## config.mk

```make
export PLATFORM = sky130hd
export DESIGN_NAME = alut_age_checker13
export DESIGN_NICKNAME = d
export VERILOG_FILES = /design/src/rtl/alut_pkg13.sv /design/src/rtl/alut_age_cmp13.sv /design/src/rtl/alut_age_checker13.sv
export SDC_FILE = /design/constraint.sdc
export NUM_CORES = 1
export LEC_CHECK = 0
export CORE_UTILIZATION = 30
export CTS_CLUSTER_DIAMETER = 30
export CTS_CLUSTER_SIZE = 30
export DETAILED_ROUTE_END_ITERATION = 7
export PLACE_DENSITY = 0.53
export SYNTH_ARGS = -nofsm -noshare
export SYNTH_HDL_FRONTEND = slang
export SYNTH_SLANG_ARGS = --single-unit
```

## constraint.sdc

```tcl
create_clock -name pclk13 -period 4.65 [get_ports pclk13]
set_input_delay 0.6975 -clock pclk13 [delete_from_list [all_inputs] [get_ports pclk13]]
set_output_delay 0.6975 -clock pclk13 [all_outputs]
set_load 0.005 [all_outputs]
```

## src/rtl/alut_pkg13.sv

```systemverilog
// ---------------------------------------------------------------------------
// alut_pkg13
// Shared definitions for the ALUT age checker: entry field positions, the
// aging-sweep command code and the state encodings of both FSMs.
// ---------------------------------------------------------------------------
package alut_pkg13;

    localparam int ADDR_W = 8;    // ALUT index width
    localparam int DATA_W = 83;   // ALUT entry width
    localparam int TIME_W = 32;   // timestamp / age width

    // Entry layout: [82]=valid [81:50]=time [49:48]=port [47:0]=addr
    localparam int VALID_BIT = 82;
    localparam int TIME_MSB  = 81;
    localparam int TIME_LSB  = 50;
    localparam int PORT_MSB  = 49;
    localparam int PORT_LSB  = 48;
    localparam int ADDR_MSB  = 47;

    localparam logic [1:0] CMD_AGE_SWEEP = 2'b11;

    typedef enum logic [1:0] {
        CK_IDLE = 2'd0,
        CK_CALC = 2'd1,
        CK_DONE = 2'd2
    } ck_state_e;

    typedef enum logic [2:0] {
        SW_IDLE  = 3'd0,
        SW_READ  = 3'd1,
        SW_WAIT  = 3'd2,
        SW_EVAL  = 3'd3,
        SW_WRITE = 3'd4
    } sw_state_e;

endpackage

```

## src/rtl/alut_age_cmp13.sv

```systemverilog
// ---------------------------------------------------------------------------
// alut_age_cmp13
// Registered age compare: age = curr_time - stamp (modulo 2**TIME_W, so a
// wrapped time base still yields the true age), in date iff age <= max_age.
// The result register only loads while en_i is high and holds otherwise.
// Ports:
//   pclk13, n_p_reset13  clock, asynchronous active-low reset
//   en_i                 load enable for the result register
//   curr_time_i          current time
//   stamp_i              entry timestamp
//   max_age_i            maximum permitted age (inclusive)
//   in_date_o            registered compare result
// ---------------------------------------------------------------------------
module alut_age_cmp13
    import alut_pkg13::*;
(
    input  logic              pclk13,
    input  logic              n_p_reset13,
    input  logic              en_i,
    input  logic [TIME_W-1:0] curr_time_i,
    input  logic [TIME_W-1:0] stamp_i,
    input  logic [TIME_W-1:0] max_age_i,
    output logic              in_date_o
);

    logic [TIME_W-1:0] age;
    logic              in_date_d;
    logic              in_date_q;

    assign age       = curr_time_i - stamp_i;
    assign in_date_d = (age <= max_age_i);

    always_ff @(posedge pclk13 or negedge n_p_reset13) begin
        if (!n_p_reset13) begin
            in_date_q <= 1'b0;
        end else if (en_i) begin
            in_date_q <= in_date_d;
        end
    end

    assign in_date_o = in_date_q;

endmodule

```

## src/rtl/alut_age_checker13.sv

```systemverilog
// ---------------------------------------------------------------------------
// alut_age_checker13
// Services age-check requests from the ALUT address checker and runs a
// software-triggered aging sweep that clears the valid bit of stale entries.
// Ports:
//   pclk13, n_p_reset13       clock, asynchronous active-low reset
//   command                   2'b11 starts an aging sweep (level sampled)
//   curr_time13               free-running time base
//   best_bfr_age13            maximum permitted age (inclusive)
//   check_age13/last_accessed13  age-check request and entry timestamp
//   add_check_active13        address checker owns the memory port
//   mem_read_data_age13       memory read data (1-cycle synchronous read)
//   age_confirmed13/age_ok13  one-cycle result strobe and result
//   sweep_active13            sweep in progress
//   mem_addr_age13, mem_write_age13, mem_write_data_age13  memory port
//   lst_inv_addr_cmd13/lst_inv_port_cmd13  last entry invalidated
//   inval_count13             entries invalidated in the latest sweep
// Memory handshake: mem_addr_age13 is registered and held; the memory
// returns data for it one clock later. A write happens in every cycle where
// mem_write_age13 is high, at mem_addr_age13 with mem_write_data_age13.
// ---------------------------------------------------------------------------
module alut_age_checker13
    import alut_pkg13::*;
(
    input  logic              pclk13,
    input  logic              n_p_reset13,
    input  logic [1:0]        command,
    input  logic [TIME_W-1:0] curr_time13,
    input  logic [TIME_W-1:0] best_bfr_age13,
    input  logic              check_age13,
    input  logic [TIME_W-1:0] last_accessed13,
    input  logic              add_check_active13,
    input  logic [DATA_W-1:0] mem_read_data_age13,
    output logic              age_confirmed13,
    output logic              age_ok13,
    output logic              sweep_active13,
    output logic [ADDR_W-1:0] mem_addr_age13,
    output logic              mem_write_age13,
    output logic [DATA_W-1:0] mem_write_data_age13,
    output logic [ADDR_MSB:0] lst_inv_addr_cmd13,
    output logic [1:0]        lst_inv_port_cmd13,
    output logic [ADDR_W:0]   inval_count13
);

    // ---------------- check path ----------------
    ck_state_e         ck_state_q, ck_state_d;
    logic [TIME_W-1:0] ck_curr_q, ck_last_q;
    logic              ck_in_date;
    logic              age_ok_q;

    alut_age_cmp13 u_ck_cmp (
        .pclk13      (pclk13),
        .n_p_reset13 (n_p_reset13),
        .en_i        (ck_state_q == CK_CALC),
        .curr_time_i (ck_curr_q),
        .stamp_i     (ck_last_q),
        .max_age_i   (best_bfr_age13),
        .in_date_o   (ck_in_date)
    );

    always_comb begin
        ck_state_d = ck_state_q;
        case (ck_state_q)
            CK_IDLE: if (check_age13) ck_state_d = CK_CALC;
            CK_CALC: ck_state_d = CK_DONE;
            CK_DONE: ck_state_d = CK_IDLE;
            default: ck_state_d = CK_IDLE;
        endcase
    end

    always_ff @(posedge pclk13 or negedge n_p_reset13) begin
        if (!n_p_reset13) begin
            ck_state_q <= CK_IDLE;
            ck_curr_q  <= '0;
            ck_last_q  <= '0;
            age_ok_q   <= 1'b0;
        end else begin
            ck_state_q <= ck_state_d;
            if (ck_state_q == CK_IDLE && check_age13) begin
                ck_curr_q <= curr_time13;
                ck_last_q <= last_accessed13;
            end
            if (ck_state_q == CK_DONE) age_ok_q <= ck_in_date;
        end
    end

    // Result is presented straight from the compare during the strobe and
    // then held in age_ok_q until the next strobe.
    assign age_confirmed13 = (ck_state_q == CK_DONE);
    assign age_ok13        = (ck_state_q == CK_DONE) ? ck_in_date : age_ok_q;

    // ---------------- sweep path ----------------
    sw_state_e         sw_state_q, sw_state_d;
    logic [ADDR_W-1:0] idx_q, idx_d;
    logic [ADDR_W-1:0] mem_addr_q, mem_addr_d;
    logic              mem_write_q, mem_write_d;
    logic [DATA_W-1:0] mem_wdata_q, mem_wdata_d;
    logic [ADDR_MSB:0] lst_addr_q, lst_addr_d;
    logic [1:0]        lst_port_q, lst_port_d;
    logic [ADDR_W:0]   inval_q, inval_d;
    logic              paused_q, paused_d;
    logic              frozen;
    logic              advance;
    logic              sw_in_date;

    // Address is already idx while in SW_READ, so data is valid in SW_WAIT
    // (compare loads) and still valid in SW_EVAL alongside the result.
    alut_age_cmp13 u_sw_cmp (
        .pclk13      (pclk13),
        .n_p_reset13 (n_p_reset13),
        .en_i        (sw_state_q == SW_WAIT && !add_check_active13),
        .curr_time_i (curr_time13),
        .stamp_i     (mem_read_data_age13[TIME_MSB:TIME_LSB]),
        .max_age_i   (best_bfr_age13),
        .in_date_o   (sw_in_date)
    );

    assign frozen = add_check_active13 && (sw_state_q != SW_IDLE);

    always_comb begin
        sw_state_d  = sw_state_q;
        idx_d       = idx_q;
        mem_addr_d  = mem_addr_q;
        mem_write_d = mem_write_q;
        mem_wdata_d = mem_wdata_q;
        lst_addr_d  = lst_addr_q;
        lst_port_d  = lst_port_q;
        inval_d     = inval_q;
        paused_d    = paused_q;
        advance     = 1'b0;

        if (frozen) begin
            paused_d = 1'b1;
        end else begin
            paused_d = 1'b0;
            case (sw_state_q)
                SW_IDLE: begin
                    if (command == CMD_AGE_SWEEP && !add_check_active13) begin
                        idx_d      = '0;
                        mem_addr_d = '0;
                        inval_d    = '0;
                        sw_state_d = SW_READ;
                    end
                end
                SW_READ: begin
                    mem_addr_d  = idx_q;
                    mem_write_d = 1'b0;
                    sw_state_d  = SW_WAIT;
                end
                // After a pause the port was used by the address checker,
                // so the read data is refetched.
                SW_WAIT: sw_state_d = paused_q ? SW_READ : SW_EVAL;
                SW_EVAL: begin
                    if (paused_q) begin
                        sw_state_d = SW_READ;
                    end else if (mem_read_data_age13[VALID_BIT] && !sw_in_date) begin
                        mem_write_d = 1'b1;
                        mem_wdata_d = {1'b0, mem_read_data_age13[TIME_MSB:0]};
                        sw_state_d  = SW_WRITE;
                    end else begin
                        advance = 1'b1;
                    end
                end
                SW_WRITE: begin
                    mem_write_d = 1'b0;
                    lst_addr_d  = mem_wdata_q[ADDR_MSB:0];
                    lst_port_d  = mem_wdata_q[PORT_MSB:PORT_LSB];
                    inval_d     = inval_q + 1'b1;
                    advance     = 1'b1;
                end
                default: sw_state_d = SW_IDLE;
            endcase

            if (advance) begin
                if (idx_q == '1) begin
                    sw_state_d = SW_IDLE;
                end else begin
                    idx_d      = idx_q + 1'b1;
                    mem_addr_d = idx_q + 1'b1;
                    sw_state_d = SW_READ;
                end
            end
        end
    end

    always_ff @(posedge pclk13 or negedge n_p_reset13) begin
        if (!n_p_reset13) begin
            sw_state_q  <= SW_IDLE;
            idx_q       <= '0;
            mem_addr_q  <= '0;
            mem_write_q <= 1'b0;
            mem_wdata_q <= '0;
            lst_addr_q  <= '0;
            lst_port_q  <= '0;
            inval_q     <= '0;
            paused_q    <= 1'b0;
        end else begin
            sw_state_q  <= sw_state_d;
            idx_q       <= idx_d;
            mem_addr_q  <= mem_addr_d;
            mem_write_q <= mem_write_d;
            mem_wdata_q <= mem_wdata_d;
            lst_addr_q  <= lst_addr_d;
            lst_port_q  <= lst_port_d;
            inval_q     <= inval_d;
            paused_q    <= paused_d;
        end
    end

    // A pending write stays armed across a pause and is masked while the
    // address checker owns the port.
    assign mem_write_age13      = mem_write_q && !add_check_active13;
    assign sweep_active13       = (sw_state_q != SW_IDLE);
    assign mem_addr_age13       = mem_addr_q;
    assign mem_write_data_age13 = mem_wdata_q;
    assign lst_inv_addr_cmd13   = lst_addr_q;
    assign lst_inv_port_cmd13   = lst_port_q;
    assign inval_count13        = inval_q;

endmodule

```

Word-level counts from Yosys, hierarchy flattened
Cells that the tools add are included.
{"block": "totals", "regBits": 231, "latchBits": 0, "mem_bits_rw": 0, "rom_bits": 0, "input_bits": 185, "word_cells": 85, "memories": 0}
{"block": "classes", "addsub": 4, "mul": 0, "div": 0, "magnitude_cmp": 2, "eq_ne": 15, "shifts": 0, "n_mux": 28, "bitwise": 2, "reduce_logical": 19}
{"cell": "$le A32 B32 Y1", "count": 2}
{"cell": "$sub A32 B32 Y32", "count": 2}
{"cell": "$mux W8", "count": 7}
{"cell": "$pmux W9 S2", "count": 1}
{"cell": "$pmux W8 S2", "count": 1}
{"cell": "$pmux W3 S5", "count": 1}
{"cell": "$mux W3", "count": 4}
{"cell": "$reduce_and A4 Y1", "count": 3}
{"cell": "$ne A2 B2 Y1 const B", "count": 5}
{"cell": "$add A9 B1 Y9 const B", "count": 1}
{"cell": "$mux W9", "count": 1}
{"cell": "$add A8 B1 Y8 const B", "count": 1}
{"cell": "$eq A8 B8 Y1 const B", "count": 1}
{"cell": "$mux W1", "count": 8}
{"cell": "$eq A3 B2 Y1 const B", "count": 2}
{"cell": "$logic_and A1 B1 Y1", "count": 6}
{"cell": "$eq A2 B2 Y1 const B", "count": 2}
{"cell": "$mux W2", "count": 2}
{"cell": "$ne A4 B4 Y1 const B", "count": 1}
{"cell": "$pmux W1 S2", "count": 2}
{"cell": "$pmux W2 S2", "count": 1}
{"cell": "$reduce_bool A2 Y1", "count": 2}
{"cell": "$eq A3 B1 Y1 const B", "count": 1}
{"cell": "$eq A3 B3 Y1 const B", "count": 1}
{"cell": "other kinds (10)", "count": 12}

Logic depth before layout (Yosys ltp)
Gate-level depths: netlist of the first run.
{"block": "depth", "depth_word": 8, "mapped_depth": 19, "depth_no_buf": 19}

Modules after synthesis
A second synthesis of the first run with hierarchy kept.
{"block": "hier_totals", "cells_unflattened": 1397, "area_unflattened_um2": 14520.2}
{"module": "alut_age_checker13", "n_inst": 1, "cells_each": 626, "area_each_um2": 9168.8}
{"module": "alut_age_cmp13 (u_ck_cmp)", "n_inst": 1, "cells_each": 391, "area_each_um2": 2752.6}
{"module": "alut_age_cmp13 (u_sw_cmp)", "n_inst": 1, "cells_each": 380, "area_each_um2": 2598.7}

Least setup slack after synthesis of the first run
No wires, ideal clock.
{"block": "synth_timing", "path_type": "input to register", "startpoint": "input port curr_time13[0]", "endpoint": "register u_sw_cmp.in_date_q, in the netlist u_sw_cmp.in_date_o", "setup_time_ps": 68, "t_arrival_ps": 3851, "t_required_ps": 4582, "path_slack_ps": 731, "path_stages": 18, "path_buffers": 0, "path_cell_list": "inv_1 > ha_1 > fa_1 > nand2b_1 > a21oi_1 > o22ai_4 > a2111oi_2 > o311ai_4 > o21ai_1 > a21oi_1 > xnor2_1 > ha_1 > a21o_1 > a21o_1 > a221o_1 > a21oi_1 > o41ai_1 > nand3_1"}
{"block": "synth_between", "elab_chain_len": 2}
{"element": "from (decl)", "line": "alut_age_checker13.sv:28", "source": "input logic [TIME_W-1:0] curr_time13,"}
{"element": "$sub A32 B32 Y32", "line": "alut_age_cmp13.sv:30", "source": "assign age = curr_time_i - stamp_i;"}
{"element": "$le A32 B32 Y1", "line": "alut_age_cmp13.sv:31", "source": "assign in_date_d = (age <= max_age_i);"}
{"element": "to (signal assigned)", "line": "alut_age_cmp13.sv:37", "source": "in_date_q <= in_date_d;"}
{"element": "to (decl)", "line": "alut_age_cmp13.sv:28", "source": "logic in_date_q;"}
No other way between the ends.
A chain may end at the register's enable or synchronous reset.

Worst setup path in the final report of the first run
{"block": "layout_timing", "startpoint": "register ck_curr_q[0]", "endpoint": "register u_ck_cmp.in_date_q, in the netlist u_ck_cmp.in_date_o"}
{"block": "layout_between", "elab_chain_len": 2}
{"element": "from (decl)", "line": "alut_age_checker13.sv:47", "source": "logic [TIME_W-1:0] ck_curr_q, ck_last_q;"}
{"element": "from (signal assigned)", "line": "alut_age_checker13.sv:80", "source": "ck_curr_q <= curr_time13;"}
{"element": "$sub A32 B32 Y32", "line": "alut_age_cmp13.sv:30"}
{"element": "$le A32 B32 Y1", "line": "alut_age_cmp13.sv:31"}
{"element": "to (signal assigned)", "line": "alut_age_cmp13.sv:37"}
{"element": "to (decl)", "line": "alut_age_cmp13.sv:28"}
No other way between the ends.

==> results of run 1 <==
==> repair_timing <==
| item | CTS | global route |
|---|---|---|
| setup buffers | 0 | 0 |
| hold endpoints to repair | 0 | 0 |
| endpoints found under the setup margin | 0 | 1 |
| resized for setup | 0 | 1 |
==> registers in the layout, indices dropped and copies added (netlist names), 2 cells and up <==
register	flops
mem_addr_age13	8
ck_last_q	32
mem_write_data_age13	82
inval_count13	9
ck_curr_q	32
idx_q	8
lst_inv_port_cmd13	2
ck_state_q	2
lst_inv_addr_cmd13	48
sw_state_q	3
==> cell families (layout without fill, tap and decap cells) <==
family	count (synthesis)	count (layout)	synth area share
flops	231	231	0.421
xor+xnor	69	69	0.0440
simple gates	308	308	0.104
mux	137	137	0.112
buf+inv	159	603	0.0438
other cells	1	2	0.000273
fa+ha+maj	130	130	0.119
compound gates	342	342	0.156
==> per-stage QoR <==
stage,hold slack [ns],cells
6_report,0.0747,2422
2_1_floorplan,0.402,1377
4_1_cts,0.0747,2421
5_1_grt,0.0897,2422
3_3_place_gp,0.464,2286
3_5_place_dp,0.474,2286
==> power breakdown <==
group	internal, uW	total [uW]	switching (uW)
sequential	2710	3160	448
clock	3720	5180	1460
combinational	2470	4660	2190
total	8900	13000	4100
==> final cells by class <==
class / instances / area [um2] / share of cell area
clock inverters: 34 / 522 / 0.0254
clock buffers: 101 / 2110 / 0.103
diodes: 1 / 2.50 / 0.000122
multi-input cells: 987 / 7390 / 0.360
inverters: 109 / 409 / 0.0199
flip-flops and latches: 231 / 5780 / 0.282
repair buffers: 359 / 3570 / 0.174
well taps: 600 / 751 / 0.0366
==> synthesized netlist by cell type (3+ instances only) <==
cell type | count | share of area
or3_1 | 5 | 0.0023
xor2_1 | 31 | 0.020
o21ai_0 | 119 | 0.043
xnor2_1 | 38 | 0.024
and4_1 | 3 | 0.0019
a211oi_1 | 9 | 0.0049
o21ai_1 | 13 | 0.0047
mux2_2 | 136 | 0.11
a22o_1 | 3 | 0.0019
a32oi_1 | 3 | 0.0019
o211ai_1 | 11 | 0.0060
nand2_1 | 134 | 0.037
a2111oi_0 | 3 | 0.0019
a31oi_1 | 10 | 0.0046
nand3_1 | 22 | 0.0080
nor2_1 | 53 | 0.014
nand4_1 | 26 | 0.012
nor4_1 | 3 | 0.0014
o31ai_1 | 8 | 0.0044
a21oi_1 | 83 | 0.030
inv_1 | 109 | 0.030
nand2b_1 | 16 | 0.0073
o21bai_1 | 5 | 0.0027
ha_1 | 128 | 0.12
and2_1 | 4 | 0.0018
nor3_1 | 14 | 0.0051
o21a_1 | 6 | 0.0033
and3_1 | 8 | 0.0036
dfrtp_1 | 231 | 0.42
nor2b_1 | 15 | 0.0068
a21o_1 | 41 | 0.022
clkbuf_1 | 46 | 0.013
==> critical path: stages, from the launching register on <==
cell,delay [ns]
dfrtp_1,0.31
inv_1,0.05
ha_1,0.23
fa_1,0.41
nor2b_1,0.19
o2111ai_1,0.27
a2111oi_4,0.49
nor2_1,0.11
nand2_1,0.18
a41oi_2,0.25
o21ai_1,0.29
xor2_1,0.11
ha_1,0.29
nand4_1,0.23
nor4_1,0.41
a221oi_1,0.13
a211o_1,0.24
==> metal layers <==
metal	vias to the layer above	share of wire
met5	-	0
met2	295	0.48
met4	0	0.029
met3	78	0.050
met1	5649	0.45
li1	5684	-
==> how the worst max path moves through the flow <==
stage	startpoint	end	slack [ns]	depth (start not counted)
6_report	ck_curr_q[0]	u_ck_cmp.in_date_o	0.37	16
4_1_cts	ck_curr_q[0]	u_ck_cmp.in_date_o	0.29	16
2_1_floorplan	curr_time13[0]	u_sw_cmp.in_date_o	0.73	18
3_3_place_gp	curr_time13[0]	u_sw_cmp.in_date_o	-0.01	21
3_5_place_dp	curr_time13[0]	u_sw_cmp.in_date_o	-0.06	21
5_1_grt	ck_curr_q[0]	u_ck_cmp.in_date_o	0.03	16
==> results.json, run 1 <==
{
  "setup_tns_ns": 0,
  "fillers": 4286,
  "clock_skew_ns": 0.0184,
  "met1_usage": 0.240,
  "grt_use_total": 0.186,
  "reg2reg_from": "ck_curr_q[0]",
  "violations": "DRC",
  "tightestPinTransition_ns": 0.841,
  "period_needed_ns": 4.28,
  "place_ws_ns": -0.0600,
  "synth_area_um2": 13700,
  "postLayoutCellArea_um2": 20500,
  "clock-sinks": 231,
  "io_buffer_count": 337,
  "grt_max_degree": 115,
  "pwr_density_cell_nw_per_um2": 633,
  "final_common_cell": "clkdlybuf4s50_1",
  "max_freq_mhz": 233,
  "startpoint_type": "flop",
  "route.detailed.drc": 5,
  "crit_arrival_ns": 4.75,
  "avgRoutedWirePerCell_um": 17.7,
  "power_uw": 13000,
  "synth_async_sr_flop_share": 1.00,
  "synth-main-ff-cell": "dfrtp_1",
  "reg2reg_depth": 16,
  "die_h_um": 216,
  "ys_warn_count": 0,
  "dp.final_hpwl_mm": 32.5,
  "antenna_left": 0,
  "first_global_vias": 12000,
  "wirelength_mm": 42.9,
  "die_area_um2": 46700,
  "hold_buffers": 0,
  "synth_enable_flop_cells": 0,
  "maxCapViolations": 0,
  "most-common-layout-cells": "336 x clkdlybuf4s50_1, 231 x dfrtp_1, 136 x mux2_2, 134 x nand2_1, 128 x ha_1",
  "ff2ff_setup_slack_ns": 0.37,
  "rsz0062_at_grt": "no",
  "drv_slew": 0,
  "setup_viol_count_final": 0,
  "synth_fp_nets": 1692,
  "synthToLayoutAreaGrowth_pct": 49.4,
  "clock-root-buffer": "clkbuf_16",
  "numCtsBuffers": 73,
  "ys_seq_area_frac": 0.421,
  "dr.pass1.iters": 7,
  "ys_seq_elements": 231,
  "max_slew_margin": 0.440,
  "critPathCaptureType": "flop",
  "total_leakage_power_uw": 0.00945,
  "num-nets-final": 2076,
  "htree_levels": 3,
  "core_region_area_um2": 45300,
  "cts_tree": "built",
  "initial_core_util": 0.304,
  "place_area_um2": 17900,
  "overflow": 0,
  "dieWidth_um": 216,
  "row_count": 78,
  "grt_pass1_wl_mm": 67.7,
  "vdd_drop_max_v": 0.000317,
  "worst-path-max-fanout": 3,
  "hold_violations": 0,
  "clk_pin_slew_ns": 0.04,
  "clkLatencyLatePin_ns": 0.58,
  "drtIter0Drc": 666,
  "gp_congestion": 0.891,
  "met3_usage": 0.0393,
  "ios": 339,
  "use_met2": 0.298,
  "vias": 11700,
  "hp-class": "input pin to asynchronous set/reset pin",
  "critPathKind": "flop to flop",
  "top_usage_layer": "met2",
  "period_share": 0.921,
  "layout-drive-gt1-share": 0.164,
  "clock_path_buffers": 3,
  "vias_per_cell": 4.83,
  "syn_inst": 1377,
  "status": "complete, but fails checks",
  "r2r-end": "u_ck_cmp.in_date_o",
  "postSynthAreaPerCell_um2": 9.98,
  "antenna_found_initial": 1,
  "synth_cell_type_count": 64,
  "cp.required_ns": 5.11,
  "post-route-util": 0.453,
  "setup_ws_ns": 0.366
}
(Power assumes the default switching activity.)
==> run 2, diff against run 1 <==
==> constraint.sdc (replaced) <==
create_clock -name pclk13 -period 4.45 [get_ports pclk13]
set_input_delay 0.6675 -clock pclk13 [delete_from_list [all_inputs] [get_ports pclk13]]
set_output_delay 0.6675 -clock pclk13 [all_outputs]
set_load 0.005 [all_outputs]
==> results.json, run 2 (synthesis gave the netlist of run 1 again) <==
{
  "status": "complete, but fails checks",
  "violations": "DRC",
  "hp-class": "input pin to asynchronous set/reset pin",
  "dieWidth_um": 216,
  "place_ws_ns": -0.219,
  "max_freq_mhz": 241,
  "dr.pass1.iters": 8,
  "met3_usage": 0.0430,
  "crit_arrival_ns": 4.61,
  "fin_hold_ws_ns": 0.200,
  "power_uw": 13300,
  "combPwrFrac": 0.373,
  "postLayoutCellArea_um2": 20500,
  "critPathCaptureType": "flop",
  "total_leakage_power_uw": 0.00949,
  "core_region_area_um2": 45300,
  "numCtsBuffers": 70,
  "met1_usage": 0.241,
  "synthToLayoutAreaGrowth_pct": 49.3,
  "clock-sinks": 231,
  "grt_pass1_wl_mm": 67.5,
  "hold_violations": 0,
  "ios": 339,
  "setup_tns_ns": 0,
  "place_area_um2": 18000,
  "critPathKind": "flop to flop",
  "setup_viol_count_final": 0,
  "drtIter0Drc": 637,
  "gp_congestion": 0.888,
  "first_global_vias": 12000,
  "grt_use_total": 0.186,
  "largest_reg_flops": 82,
  "setup_ws_ns": 0.295,
  "swShare": 0.318,
  "use_met2": 0.304,
  "internal_power_uw": 9060,
  "antenna_left": 0,
  "io_buffer_count": 337,
  "period_share": 0.934,
  "vdd_drop_max_v": 0.000357,
  "htree_levels": 3,
  "max_slew_margin": 0.384,
  "clk_pin_slew_ns": 0.04,
  "hold_buffers": 0,
  "wirelength_mm": 43.0,
  "pwr_density_cell_nw_per_um2": 648,
  "cts_tree": "built",
  "vias_per_cell": 4.80,
  "most-common-layout-cells": "336 x clkdlybuf4s50_1, 231 x dfrtp_1, 136 x mux2_2, 133 x nand2_1, 128 x ha_1",
  "row_count": 78,
  "tightestPinTransition_ns": 0.924,
  "clock_path_buffers": 3,
  "p_seq_frac": 0.249,
  "clkLatencyLatePin_ns": 0.58,
  "rsz0062_at_grt": "no",
  "final_common_cell": "clkdlybuf4s50_1",
  "cp.required_ns": 4.91,
  "clock-root-buffer": "clkbuf_16",
  "drv_slew": 0,
  "worst-path-max-fanout": 3,
  "layout-drive-gt1-share": 0.174,
  "p_clk_frac": 0.378,
  "switchingPower_uw": 4230,
  "period_needed_ns": 4.16,
  "avgRoutedWirePerCell_um": 17.7,
  "maxCapViolations": 0,
  "dp.final_hpwl_mm": 32.7,
  "overflow": 0,
  "num-nets-final": 2096,
  "reg2reg_depth": 16,
  "initial_core_util": 0.304,
  "die_h_um": 216,
  "startpoint_type": "flop",
  "route.detailed.drc": 2,
  "top_usage_layer": "met2",
  "grt_max_degree": 119,
  "die_area_um2": 46700,
  "vias": 11700,
  "antenna_found_initial": 1,
  "clock_skew_ns": 0.0154
}
[run 2: cell types whose count changed in the layout (fill, tap and decap cells not counted), sizes merged]
cell,previous run,this run
clkbuf,101,91
inv,111,112
bufinv,10,9
clkinv,18,19
buf,23,46
[run 2: critical path, cell delays in order (launching register included)]
cell	delay [ns]
dfrtp_1	0.37
ha_1	0.22
fa_1	0.42
nor2b_1	0.17
o2111ai_1	0.21
a2111oi_2	0.41
buf_4	0.19
nor2_1	0.06
nand2_2	0.15
a41oi_2	0.23
o31ai_2	0.27
xor2_1	0.12
ha_1	0.30
nand4_1	0.22
nor4_4	0.35
a221oi_2	0.10
a211o_1	0.24
[run 2: stage by stage]
step | cells | util
3_5_place_dp | 2306 | 0.399
3_3_place_gp | 2306 | 0.399
2_1_floorplan | 1377 | -
4_1_cts | 2432 | 0.452
5_1_grt | 2436 | 0.453
6_report | 2436 | 0.453
[run 2: cell type report]
type                    count  area (um2)
inverters                 109         409
repair buffers            382        3750
flip-flops and latches    231        5780
clock buffers              91        1960
diodes                      1        2.50
well taps                 600         751
clock inverters            35         444
fillers                  4367       24800
multi-input cells         987        7420
[run 2: power by group through the flow]
stage | clock, uW | combinational, uW | sequential [uW]
after floorplan | 0 | 2670 | 3260
after global placement | 0 | 4840 | 3300
after detailed placement | 0 | 4900 | 3320
after CTS | 5140 | 4930 | 3310
after global routing | 5270 | 5490 | 3410
final | 5030 | 4960 | 3300
[run 2: what timing repair did]
item	4_1_cts	5_1_grt
resized for setup	0	7
setup buffers	0	3
endpoints found under the setup margin	0	1
[run 2: final timing paths]
check,from,end,slack (ns)
max in group asynchronous,n_p_reset13,mem_write_data_age13[74],3.35
hold / removal,n_p_reset13,lst_inv_addr_cmd13[37],0.20
setup / recovery,ck_last_q[0],u_ck_cmp.in_date_o,0.29
setup reg to reg,ck_last_q[0],u_ck_cmp.in_date_o,0.29
hold reg to reg,mem_write_data_age13[73],mem_write_data_age13[73],0.47
min in group pclk13,mem_write_data_age13[73],mem_write_data_age13[73],0.47
[run 2: routing by layer]
layer	wire, um	share of wire
met4	1050	0.024
met5	0	0
met1	19300	0.45
met3	2050	0.048
met2	20600	0.48
